## config.mk

```make
export PLATFORM = sky130hd
export DESIGN_NAME = complex_addsub_sequencer
export DESIGN_NICKNAME = d
export VERILOG_FILES = /design/src/rtl/complex_pkg.sv /design/src/rtl/sync_fifo_64.sv /design/src/rtl/complex_addsub_sequencer.sv
export SDC_FILE = /design/constraint.sdc
export NUM_CORES = 1
export LEC_CHECK = 0
export BUFFER_PORTS_ARGS = -buffer_cell sky130_fd_sc_hd__buf_2
export CORE_AREA = 2 2 229 231
export CTS_CLUSTER_DIAMETER = 200
export DETAILED_ROUTE_END_ITERATION = 10
export DIE_AREA = 0 0 231 233
export PLACE_DENSITY = 0.93
export SLEW_MARGIN = 20
export SYNTH_ARGS = -nofsm -noshare
export SYNTH_HDL_FRONTEND = slang
export SYNTH_SLANG_ARGS = --single-unit
```

## constraint.sdc

```tcl
create_clock -name clk -period 4.65 [get_ports clk]
set_input_delay 0.465 -clock clk [delete_from_list [all_inputs] [get_ports clk]]
set_output_delay 0.465 -clock clk [all_outputs]
set_load 0.005 [all_outputs]
```

## src/rtl/complex_pkg.sv

```systemverilog
// Shared definitions for the complex add/sub sequencer: word layout,
// op encoding, FSM state encoding and a NaN detector for IEEE-754 singles.
package complex_pkg;

  localparam int CPLX_W = 64;
  localparam int FP_W   = 32;

  // Complex word layout: {real, imag}
  localparam int RE_MSB = 63;
  localparam int RE_LSB = 32;
  localparam int IM_MSB = 31;
  localparam int IM_LSB = 0;

  localparam logic OP_ADD = 1'b0;
  localparam logic OP_SUB = 1'b1;

  typedef enum logic [1:0] {
    ST_IDLE  = 2'd0,
    ST_RUN   = 2'd1,
    ST_DRAIN = 2'd2
  } seq_state_t;

  // NaN: all-ones exponent with a non-zero mantissa
  function automatic logic fp_is_nan(input logic [FP_W-1:0] x);
    return (x[30:23] == 8'hFF) && (x[22:0] != 23'd0);
  endfunction

endpackage

```

## src/rtl/sync_fifo_64.sv

```systemverilog
// Synchronous register FIFO for 64-bit complex results. No fall-through:
// a word written to an empty FIFO reaches the head on the following cycle.
// Push and pop in the same cycle are allowed even when full.
module sync_fifo_64
  import complex_pkg::*;
#(
  parameter int DEPTH = 8
) (
  input  logic                   clk,
  input  logic                   rst_n,
  input  logic                   wr_en,
  input  logic [CPLX_W-1:0]      wr_data,
  input  logic                   rd_en,
  output logic [CPLX_W-1:0]      rd_data,
  output logic                   valid,
  output logic [$clog2(DEPTH):0] count
);

  localparam int          AW   = $clog2(DEPTH);
  localparam logic [AW:0] FULL = (AW+1)'(DEPTH);

  logic [AW-1:0]     wr_ptr;
  logic [AW-1:0]     rd_ptr;
  logic [CPLX_W-1:0] mem [DEPTH];
  logic              do_wr;
  logic              do_rd;

  // A write into a full FIFO is only taken when a pop frees a slot
  always_comb begin
    do_rd = rd_en && (count != '0);
    do_wr = wr_en && ((count != FULL) || do_rd);
  end

  assign rd_data = mem[rd_ptr];
  assign valid   = (count != '0);

  // Storage, pointers (wrap naturally at power-of-two depth) and occupancy
  always_ff @(posedge clk or negedge rst_n) begin
    if (!rst_n) begin
      wr_ptr <= '0;
      rd_ptr <= '0;
      count  <= '0;
      for (int i = 0; i < DEPTH; i++) begin
        mem[i] <= '0;
      end
    end else begin
      if (do_wr) begin
        mem[wr_ptr] <= wr_data;
        wr_ptr      <= wr_ptr + 1'b1;
      end
      if (do_rd) begin
        rd_ptr <= rd_ptr + 1'b1;
      end
      case ({do_wr, do_rd})
        2'b10:   count <= count + 1'b1;
        2'b01:   count <= count - 1'b1;
        default: count <= count;
      endcase
    end
  end

endmodule

```

## src/rtl/complex_addsub_sequencer.sv

```systemverilog
// Job sequencer in front of a fixed-latency complex adder/subtractor.
// Accepts `len` operand pairs per job, issues them into the never-stalled
// adder pipeline, tracks in-flight results and buffers them in an output
// FIFO guarded by a credit check (FIFO occupancy + in-flight < depth).
// Optional feature macro: COMPLEX_NAN_FLAG_EN adds a sticky nan_seen output.
//
// Handshakes: a transfer happens on a rising clk edge where valid && ready
// are both high; ready never depends on valid on the same interface.
module complex_addsub_sequencer
  import complex_pkg::*;
#(
  parameter int ADD_LAT    = 4,
  parameter int FIFO_DEPTH = 8,   // power of two, >= ADD_LAT
  parameter int LEN_W      = 16
) (
  input  logic              clk,
  input  logic              rst_n,
  input  logic              start,
  input  logic [LEN_W-1:0]  len,
  input  logic              op_in,
  output logic              busy,
  output logic              done,
  input  logic              in_valid,
  input  logic [CPLX_W-1:0] in_a,
  input  logic [CPLX_W-1:0] in_b,
  output logic              in_ready,
  output logic [CPLX_W-1:0] as_a,
  output logic [CPLX_W-1:0] as_b,
  output logic              as_op,
  output logic              as_ce,
  input  logic [CPLX_W-1:0] as_result,
  output logic              out_valid,
  output logic [CPLX_W-1:0] out_data,
  output logic              out_last,
  input  logic              out_ready
`ifdef COMPLEX_NAN_FLAG_EN
  ,
  output logic              nan_seen
`endif
);

  localparam int FAW = $clog2(FIFO_DEPTH);
  // Wide enough for fifo_count + inflight (<= 2*FIFO_DEPTH + 1)
  localparam int CW  = FAW + 2;

  seq_state_t        state;
  logic [LEN_W-1:0]  len_q;
  logic [LEN_W-1:0]  issued;
  logic [LEN_W-1:0]  popped;

  // issue_q marks that as_a/as_b were loaded with a fresh pair this cycle;
  // vld_sr then follows that pair through the ADD_LAT adder stages so that
  // its tail lines up with the matching as_result.
  logic               issue_q;
  logic [ADD_LAT-1:0] vld_sr;

  logic [FAW:0]      fifo_count;
  logic [CW-1:0]     inflight;
  logic              credit_ok;
  logic              hs;
  logic              pop;
  logic              push;
  logic              head_is_last;

  assign as_ce = 1'b1;
  assign busy  = (state != ST_IDLE);
  assign push  = vld_sr[ADD_LAT-1];

  // Credit check and handshake decode
  always_comb begin
    inflight = CW'(issue_q);
    for (int i = 0; i < ADD_LAT; i++) begin
      inflight = inflight + CW'(vld_sr[i]);
    end
    credit_ok    = (CW'(fifo_count) + inflight) < CW'(FIFO_DEPTH);
    in_ready     = (state == ST_RUN) && (issued < len_q) && credit_ok;
    hs           = in_valid && in_ready;
    pop          = out_valid && out_ready;
    head_is_last = ((popped + 1'b1) == len_q);
    out_last     = out_valid && head_is_last;
  end

  // Job FSM: start/len latch, issue and pop counters, done pulse
  always_ff @(posedge clk or negedge rst_n) begin
    if (!rst_n) begin
      state  <= ST_IDLE;
      len_q  <= '0;
      issued <= '0;
      popped <= '0;
      done   <= 1'b0;
      as_op  <= OP_ADD;
    end else begin
      done <= 1'b0;
      if (pop) begin
        popped <= popped + 1'b1;
      end
      case (state)
        ST_IDLE: begin
          if (start) begin
            len_q  <= len;
            as_op  <= op_in;
            issued <= '0;
            popped <= '0;
            if (len == '0) begin
              done <= 1'b1;
            end else begin
              state <= ST_RUN;
            end
          end
        end
        ST_RUN: begin
          if (hs) begin
            issued <= issued + 1'b1;
            if ((issued + 1'b1) == len_q) begin
              state <= ST_DRAIN;
            end
          end
        end
        ST_DRAIN: begin
          if (pop && head_is_last) begin
            done  <= 1'b1;
            state <= ST_IDLE;
          end
        end
        default: state <= ST_IDLE;
      endcase
    end
  end

  // Operand registers and in-flight tracking; the pipeline is never stalled
  always_ff @(posedge clk or negedge rst_n) begin
    if (!rst_n) begin
      as_a    <= '0;
      as_b    <= '0;
      issue_q <= 1'b0;
      vld_sr  <= '0;
    end else begin
      issue_q <= hs;
      vld_sr  <= (vld_sr << 1) | ADD_LAT'(issue_q);
      if (hs) begin
        as_a <= in_a;
        as_b <= in_b;
      end
    end
  end

  sync_fifo_64 #(
    .DEPTH (FIFO_DEPTH)
  ) u_out_fifo (
    .clk     (clk),
    .rst_n   (rst_n),
    .wr_en   (push),
    .wr_data (as_result),
    .rd_en   (out_ready),
    .rd_data (out_data),
    .valid   (out_valid),
    .count   (fifo_count)
  );

`ifdef COMPLEX_NAN_FLAG_EN
  // Sticky NaN flag over every result written into the FIFO
  always_ff @(posedge clk or negedge rst_n) begin
    if (!rst_n) begin
      nan_seen <= 1'b0;
    end else if ((state == ST_IDLE) && start) begin
      nan_seen <= 1'b0;
    end else if (push && (fp_is_nan(as_result[RE_MSB:RE_LSB]) ||
                          fp_is_nan(as_result[IM_MSB:IM_LSB]))) begin
      nan_seen <= 1'b1;
    end
  end
`endif

endmodule
```

==> results.md <==
- Sw Share: 0.322
- Hpwl dp: 51.6 mm
- Commonest non-fill, non-tap cell in the layout: mux2_2
- Worst reg-to-reg path cell count: 13
- Internal cell power: 0.0179 W
- Non-Filler Instances: 3230
- Yosys Warn Count: 0
- Placed insts: a little over 3000
- Post-DRT Antenna Nets: 0
- Crit path DAT: 3.40 ns
- Status: completed
- Gate power share: 0.374
- Row Count: 83
- Initial antenna violation count: 22
- Max Clock Skew: 0.0316 ns
- Max-slew headroom: 0.379
- Maximum vdd drop: 0.579 mV
- Fin. Hold Viols: 0
- P_sw: 0.00849 W
- Cells after Synth: 2081
- Crit. End Element: output port
- Die Y: approximately 230 um
- Avg Inst Size Synth: 15.4 um^2
- WL/cell: 25.5 um
- Maximum clock rate: 0.259 GHz
- Clk network pwr share: 0.216
- Yosys top cell by area: dfrtp_1
- Tot Pwr: 0.0264 W
- 1st-pass router iterations: 5
- Max Slew Vio Count: 0
- IO buf count: between 400 and 500
- DR DRC count: 0
- Synthesis-stage register bit count: 707
- HP Class: input pin to register
- Cell Pwr Density: approximately 710 nW/um^2
- Post-synth ARST share: 1.00
- Final Wtd Congestion: just over 0.9
- Initial core utilization: 0.625
- Syn Nets: 2324
- Post-Syn Area: 32000 um^2
- Via density: approximately 6.2
- CTS tree: built
- Critical register-to-register path startpoint: issue_q
- Final min period: 3.86 ns
- Sequential power share: 0.411
- RSZ-0062 raised after global routing: no
- Post-CTS Setup Bufs: 0
- CTS Buf Count: 72
- Most frequent cells in the layout: mux2_2 (706), dfrtp_1 (704), buf_2 (410), mux4_2 (128), clkbuf_16 (74)
- Post-synth EDFFs: 0
- P_leak: roughly 17 nW
- Total number of vias: about 20000
- Top_reg_cell synth: dfrtp_1
- Part of the Yosys area used for sequential elements: 0.554
- Layout area overhead: 15.9%
- Vias in the first global route: 22000
- IO Pins: 413
- Clk Latency, worst-skew pair: 0.63 ns
- Startpoint types: register
- Htree depth: 3
- R2R setup slack: 0.81 ns
- Worst Setup SP: popped[6]
- Clock sink total: 707
- Largest net degree at the start of global routing: approximately 120
- CP max FO: 9
- Clk buf depth: 3
- Setup-failing EPs final: 0
- Share of the synthesized area in the top cell type: 0.554
- Reg2reg end: as_b[16]
- Final Cycle Share: 0.831
- Clk root buf: clkbuf_16
- Cell variety after synth: 60
- Core Area: 51100 um^2
- Gr usage total: 0.310
- CP Capture Point: out_last
- Setup TNS: 0 ns
- Final core occ: 0.725
- Fraction of final layout cells with drive strength greater than 1: 0.559
- WP data required: 4.18 ns
- Setup CP Type: register to output port
- Top post-synthesis cells by area: dfrtp_1 (55%), mux2_2 (25%), mux4_2 (9.0%)
- Worst Tran Pin Value: 0.931 ns
- Clk pin slew, worst setup/hold paths: 0.06 ns
- Total gr overflow: 0
- Global-route wire length before repair: 127 mm
- Die width: ~230 um
- Fin nets: 2720
- Die area: approximately 54000 um^2
- MaxCap Viol Count: 0
- 1st-iter DRT viols: 1394
- Routed wire length: 82.4 mm
[final cells by class]
type / instances / area (um^2)
Tap cell: 680 / 851
Antenna cell: 20 / 50.0
Inverter: 28 / 108
Clock buffer: 108 / 2110
Fill cell: 3092 / 14000
Timing Repair Buffer: 451 / 2560
Clock inverter: 19 / 198
Multi-Input combinational cell: 1217 / 13500
Sequential cell: 707 / 17700
[critical path, cell delays in order, from the launching register on]
cell and delay [ns]:
dfrtp_1 0.51, nand4_1 0.43, nor3_1 0.46, xnor2_1 0.18, o2111ai_1 0.22, a2111oi_2 0.48
nand3_1 0.22, nor2b_1 0.16, buf_2 0.12
[sequential cells by signal (all words and copies together), names as in the netlist]
| name | count |
|---|---|
| len_q | 16 |
| u_out_fifo.mem | 512 |
| as_b | 64 |
| u_out_fifo.wr_ptr | 3 |
| popped | 16 |
| u_out_fifo.rd_ptr | 3 |
| issue_q | 1 |
| as_op | 1 |
| state | 2 |
| u_out_fifo.count | 4 |
| issued | 16 |
| vld_sr | 4 |
| as_a | 64 |
| done | 1 |
[metrics by stage]
step / hold WS [ns] / area, um^2 / worst slack (ns)
2_1_floorplan: 0.169 / 32000 / 1.51
3_3_place_gp: 0.375 / 34700 / 0.946
3_5_place_dp: 0.376 / 34700 / 0.898
4_1_cts: 0.0424 / 37000 / 0.850
5_1_grt: 0.0530 / 37000 / 0.636
6_report: 0.0657 / 37000 / 0.788
[Yosys cell counts, types with 17 or more instances]
cell / count
nor2_1: 37
buf_2: 58
mux2_2: 706
mux4_2: 128
xor2_1: 22
a21oi_1: 17
o21ai_0: 50
inv_1: 26
xnor2_1: 42
dfrtp_1: 707
ha_1: 26
nand2_1: 61
clkbuf_1: 33
[routing by layer]
| metal | vias up | wire length, um | GRT usage |
|---|---|---|---|
| met5 | - | 66 | 0 |
| met4 | 10 | 4070 | 0.174 |
| met3 | 202 | 5440 | 0.0690 |
| met2 | 830 | 42500 | 0.526 |
| met1 | 10500 | 30300 | 0.368 |
| li1 | 8445 | - | - |
[power groups by stage]
stage                     combinational, W  clock [W]  sequential (W)
after floorplan                    0.00697          0         0.00997
after global placement             0.00936          0          0.0104
after detailed placement           0.00976          0          0.0108
after CTS                          0.00993    0.00575          0.0108
after global routing                0.0106    0.00601          0.0111
final                              0.00986    0.00569          0.0108
[worst min-delay path by stage]
stage / endpoint / cells after the start / start
floorplan: as_a[0] / 0 / rst_n
global placement: vld_sr[3] / 0 / vld_sr[2]
detailed placement: vld_sr[2] / 0 / vld_sr[1]
CTS: as_b[4] / 2 / in_b[4]
global route: as_b[49] / 2 / in_b[49]
finish: as_b[27] / 2 / in_b[27]
[cells by family (layout without fill, tap and decap cells)]
family                   after synthesis  after routing  share of synthesized area
multiplexers                         835            835                      0.339
flip-flops                           707            707                      0.554
AND/OR/NAND/NOR                      187            187                     0.0305
buffers and inverters                157            606                     0.0259
AO/OA/AOI/OAI                        101            101                     0.0208
XOR/XNOR                              64             64                     0.0175
adder cells (fa/ha/maj)               29             29                     0.0121
other                                  1             21                   0.000117
[repair_timing]
item                      4_1_cts  5_1_grt
resized for setup               0        0
hold buffers                    1        0
hold endpoints to repair       96        0
No activity file was read; power rests on OpenSTA's default activity.
